**config.mk**
```make
export PLATFORM = sky130hd
export DESIGN_NAME = plic_lite
export DESIGN_NICKNAME = d
export VERILOG_FILES = /design/src/rtl/plic_lite.sv
export SDC_FILE = /design/constraint.sdc
export NUM_CORES = 1
export LEC_CHECK = 0
export CAP_MARGIN = 20
export CORE_ASPECT_RATIO = 0.8
export CORE_MARGIN = 5
export CORE_UTILIZATION = 30
export CTS_CLUSTER_SIZE = 28
export DETAILED_ROUTE_END_ITERATION = 7
export HOLD_SLACK_MARGIN = 0.03
export PLACE_DENSITY = 0.55
export SYNTH_ARGS = -nofsm -noshare
export SYNTH_HDL_FRONTEND = slang
export SYNTH_SLANG_ARGS = --single-unit
```
**constraint.sdc**
```tcl
create_clock -name clk_i -period 13.6 [get_ports clk_i]
set_input_delay 2.72 -clock clk_i [delete_from_list [all_inputs] [get_ports clk_i]]
set_output_delay 2.72 -clock clk_i [all_outputs]
set_load 0.005 [all_outputs]
```
**src/rtl/plic_lite.sv**
```systemverilog
// plic_lite: lightweight PLIC arbitrating level-sensitive sources into one machine external interrupt,
// with a per-source gateway, priority/threshold filtering and a Wishbone claim/complete handshake.
module plic_lite #(
  parameter int NUM_SOURCES    = 8,
  parameter int PRIORITY_WIDTH = 3
) (
  input  logic                   clk_i,
  input  logic                   rst_ni,
  input  logic [NUM_SOURCES-1:0] sources_i,
  input  logic                   wb_cyc_i,
  input  logic                   wb_stb_i,
  input  logic                   wb_we_i,
  input  logic [9:0]             wb_addr_i,
  input  logic [31:0]            wb_dat_i,
  output logic [31:0]            wb_dat_o,
  output logic                   wb_ack_o,
  output logic                   external_interrupt_o
);
  localparam int N = NUM_SOURCES;
  localparam int P = PRIORITY_WIDTH;
  logic [N:1] sync1_q, sync2_q, pend_q, pend_d, insvc_q, insvc_d, en_q, en_d, elig;
  logic [N:1][P-1:0] prio_q, prio_d;
  logic [P-1:0] thr_q, thr_d, best;
  logic [31:0] dat_q, rdata;
  logic ack_q;
  logic [4:0] win;
  logic [7:0] word;
  logic rd, wr, unused_ok;
  assign word = wb_addr_i[9:2];
  assign rd = wb_cyc_i & wb_stb_i & ~ack_q & ~wb_we_i;
  assign wr = wb_cyc_i & wb_stb_i & ~ack_q & wb_we_i;
  assign wb_dat_o = dat_q;
  assign wb_ack_o = ack_q;
  assign external_interrupt_o = |elig;
  assign unused_ok = ^{wb_addr_i[1:0], wb_dat_i};
  // Descending scan with >= leaves the lowest ID on priority ties.
  always_comb begin
    elig = '0;
    win = '0;
    best = '0;
    for (int i = N; i >= 1; i--) begin
      elig[i] = pend_q[i] & en_q[i] & (prio_q[i] > thr_q);
      if (elig[i] && prio_q[i] >= best) begin
        win = 5'(i);
        best = prio_q[i];
      end
    end
  end
  always_comb begin
    rdata = '0;
    prio_d = prio_q;
    en_d = en_q;
    thr_d = thr_q;
    insvc_d = insvc_q;
    pend_d = pend_q | (sync2_q & ~insvc_q);
    for (int i = 1; i <= N; i++) begin
      if (word == 8'(i)) begin
        rdata = 32'(prio_q[i]);
        if (wr) prio_d[i] = wb_dat_i[P-1:0];
      end
      // A claim overrides a gateway set of the same ID on the same edge.
      if (rd && word == 8'h81 && win == 5'(i)) begin
        pend_d[i] = 1'b0;
        insvc_d[i] = 1'b1;
      end
      if (wr && word == 8'h81 && wb_dat_i[4:0] == 5'(i)) insvc_d[i] = 1'b0;
    end
    if (word == 8'h20) rdata = 32'({pend_q, 1'b0});
    if (word == 8'h40) begin
      rdata = 32'({en_q, 1'b0});
      if (wr) en_d = wb_dat_i[N:1];
    end
    if (word == 8'h80) begin
      rdata = 32'(thr_q);
      if (wr) thr_d = wb_dat_i[P-1:0];
    end
    if (word == 8'h81) rdata = 32'(win);
  end
  always_ff @(posedge clk_i or negedge rst_ni) begin
    if (!rst_ni) begin
      sync1_q <= '0;
      sync2_q <= '0;
      pend_q <= '0;
      insvc_q <= '0;
      en_q <= '0;
      prio_q <= '0;
      thr_q <= '0;
      dat_q <= '0;
      ack_q <= 1'b0;
    end else begin
      sync1_q <= sources_i;
      sync2_q <= sync1_q;
      pend_q <= pend_d;
      insvc_q <= insvc_d;
      en_q <= en_d;
      prio_q <= prio_d;
      thr_q <= thr_d;
      dat_q <= rd ? rdata : '0;
      ack_q <= rd | wr;
    end
  end
endmodule

```
==> results.cfg, run 1 <==
[run_status]
status = finished clean

[clock_tree]
clkTransAtPathRegs_ns = 0.06
postCtsHoldBufs = 0
cts_inserted_buffers = 9
htree_levels = 3
clk_path_buf_depth = 2
post_cts_buffers = 0
clock-sinks = 77
cts_tree = done
clockRootBuffer = clkbuf_16
clock_latency_ns = 0.34

[global_routing]
grt_use_met2_pct = 21.7
use_met1_pct = 24.0
grt_pass1_vias = 4032
grt.busiest_layer = met1
antenna_found_initial = 0
grt_start_max_net_pins = 78
grt_use_met3_pct = 3.16
grt_overflow = 0
grt_pass1_wl_mm = 23.4
grt.total_usage_pct = 15.3

[final_layout]
drive_gt1_share_pct = 14.5
area_growth_pct = 17.3
final_nets = 655
diodes = 0

[sta]
tns_ns = 0
min_period_over_period_pct = 93.2
finClkSkew_ns = 0.00573
maxSlewHeadroom_pct = 45.7
tightest_slew_ns = 0.811
slew_violations = 0
fin_crit_ns = 12.67
rsz0062_at_grt = no
fmax_mhz = 78.9
hold_violations = 0
setup_viol = 0

[routing]
dr.pass1.iters = 5
drc = 0
drt-initial-drc-count = 351
viasPerCell = 5.34
wl_per_cell_um = 19.0
routed_wirelength_mm = 14.9
ant_nets = 0
vias = 4185

[setup_path]
path_common_cell = ha_1
crit_fanout = 11
slowest_stage = o311a_1
cp_data_required_time_ns = 13.87
start_kind = flop
crit_type = reg2reg
critical-path-max-stage-delay_ns = 0.47
setup.worst_path.end_class = flop
crit_arrival_ns = 12.94

[yosys]
ys_types = 79
synthTopCellsByArea = dfrtp_1 38%, ha_1 9.6%, mux2_2 5.8%, buf_4 3.7%, a21oi_1 3.4%
syn-cell-area_um2 = 5060
syn_inst = 519
synth_flop_cell = dfrtp_1
synth.most_common_cell = dfrtp_1
synth_area_leader_cell = dfrtp_1
ys_seq_area_share_pct = 38.1
async_reset_ff_share_pct = 100
synth_commonest_cells = 77 x dfrtp_1, 44 x nand2_1, 39 x ha_1
synth_warnings = 0
ys_ff_latch = 77
synth_edf_count = 0
synth_top_area_share_pct = 38.1
avgSynthCellArea_um2 = 9.76

[pwr]
total_power_uw = 515
p_leak_nw = 2.52
ir_worst_vdd_uv = 52.7
power.density_nw_per_um2 = 86.8

[die]
die-area_um2 = 19600
die_width_um = 155
die_h_um = 126
core_area_um2 = 16600
start_util_pct = 30.6
ios = 89
core.rowCount = 42

[hold_path]
hold_class = reg2reg

[place]
dpl.hpwl_mm = 11.5
port_buffers = 40
gp_congestion = 0.956

[job]
drv_cap = 0
==> critical path, delay by kind of cell (launching register included) <==
kind            cells  cell delay (ns)
compound gates     14             3.16
fa+ha+maj          10             2.96
buf+inv             1             0.16
flops               1             0.44
mux                 3             1.17
simple gates       24             4.71
==> cells in the final DEF, fill, tap and decap left out, drive strengths merged, types with 14 or more instances in the layout <==
cell type	n
dfrtp	77
nand2	44
ha	39
clkdlybuf4s50	39
a21oi	36
inv	32
o21ai	32
nor2	32
mux2	26
conb	23
a22oi	14
==> report_power, final <==
group	internal (mW)	switching, mW	leakage, nW
sequential	0.233	0.00301	0.944
combinational	0.0196	0.0278	1.44
clock	0.139	0.0923	0.141
total	0.392	0.123	2.52
==> cells by family (layout without fill, tap and decap cells) <==
| logic type | Yosys count | count (layout) | synth area share (%) |
|---|---|---|---|
| buffers and inverters | 70 | 93 | 7.04 |
| adders and majority gates | 41 | 41 | 10.1 |
| and+or+nand+nor | 156 | 156 | 16.5 |
| DFF | 77 | 77 | 38.1 |
| other | 1 | 23 | 0.0741 |
| muxes | 30 | 30 | 7.31 |
| AOI/OAI and AO/OA | 144 | 144 | 20.9 |
==> routing by layer <==
layer / vias to the layer above / wire length (µm)
met1: 2048 / 7550
met3: 14 / 1110
met4: 0 / 144
li1: 1938 / -
met2: 185 / 6060
met5: - / 0
==> through the flow <==
stage	std cells	utilization (%)	instance area (µm²)	setup WS (ns)	hold WS (ns)
after floorplan	541	-	5150	2.36	0.331
after global placement	768	34.0	5620	1.15	0.333
after detailed placement	768	34.0	5620	0.997	0.335
after CTS	782	35.6	5900	0.963	0.348
after global routing	784	35.9	5940	0.0508	0.368
final	784	35.9	5940	0.928	0.347
==> layout make-up <==
class,instances,area (µm²)
clock buffers,9,225
clock inverters,5,53.8
fillers,1657,10600
inverters,32,120
multi-input cells,394,2870
flip-flops and latches,77,1930
well taps,220,275
repair buffers,47,468
==> final timing paths <==
path                       depth (start not counted)        from          to  slack [ns]
setup / recovery                                  52  prio_q[22]  insvc_q[5]        0.93
hold / removal                                     0  sync1_q[3]  sync2_q[3]        0.35
setup reg to reg                                  52  prio_q[22]  insvc_q[5]        0.93
hold reg to reg                                    0  sync1_q[3]  sync2_q[3]        0.35
max in group asynchronous                          2      rst_ni     en_q[3]       10.73
min in group asynchronous                          1      rst_ni     en_q[7]        2.30
==> what timing repair did <==
| item | in CTS | in global routing |
|---|---|---|
| endpoints found under the hold margin | 0 | 0 |
| endpoints found under the setup margin | 0 | 2 |
| resized for setup | 0 | 1 |
==> sequential cells by signal, indices dropped and copies added (netlist names) <==
name	cells
prio_q	24
wb_dat_o	9
en_q	8
insvc_q	8
pend_q	8
sync1_q	8
sync2_q	8
thr_q	3
wb_ack_o	1
(Power assumes the default switching activity.)
==> run 2, diff against run 1 <==
--- a/config.mk
+++ b/config.mk
@@ -16,3 +16,4 @@
 export SYNTH_ARGS = -nofsm -noshare
 export SYNTH_HDL_FRONTEND = slang
 export SYNTH_SLANG_ARGS = --single-unit
+export TNS_END_PERCENT = 30
==> results of run 2 <==
Final layout, timing and power as in run 1 (identical DEF).
==> run 3, diff against run 2 <==
--- a/config.mk
+++ b/config.mk
@@ -5,6 +5,7 @@
 export SDC_FILE = /design/constraint.sdc
 export NUM_CORES = 1
 export LEC_CHECK = 0
+export ABC_CLOCK_PERIOD_IN_PS = 13600
 export CAP_MARGIN = 20
 export CORE_ASPECT_RATIO = 0.8
 export CORE_MARGIN = 5
@@ -16,4 +17,3 @@
 export SYNTH_ARGS = -nofsm -noshare
 export SYNTH_HDL_FRONTEND = slang
 export SYNTH_SLANG_ARGS = --single-unit
-export TNS_END_PERCENT = 30
==> results of run 3 <==
Final layout, timing and power as in run 1 (identical DEF).
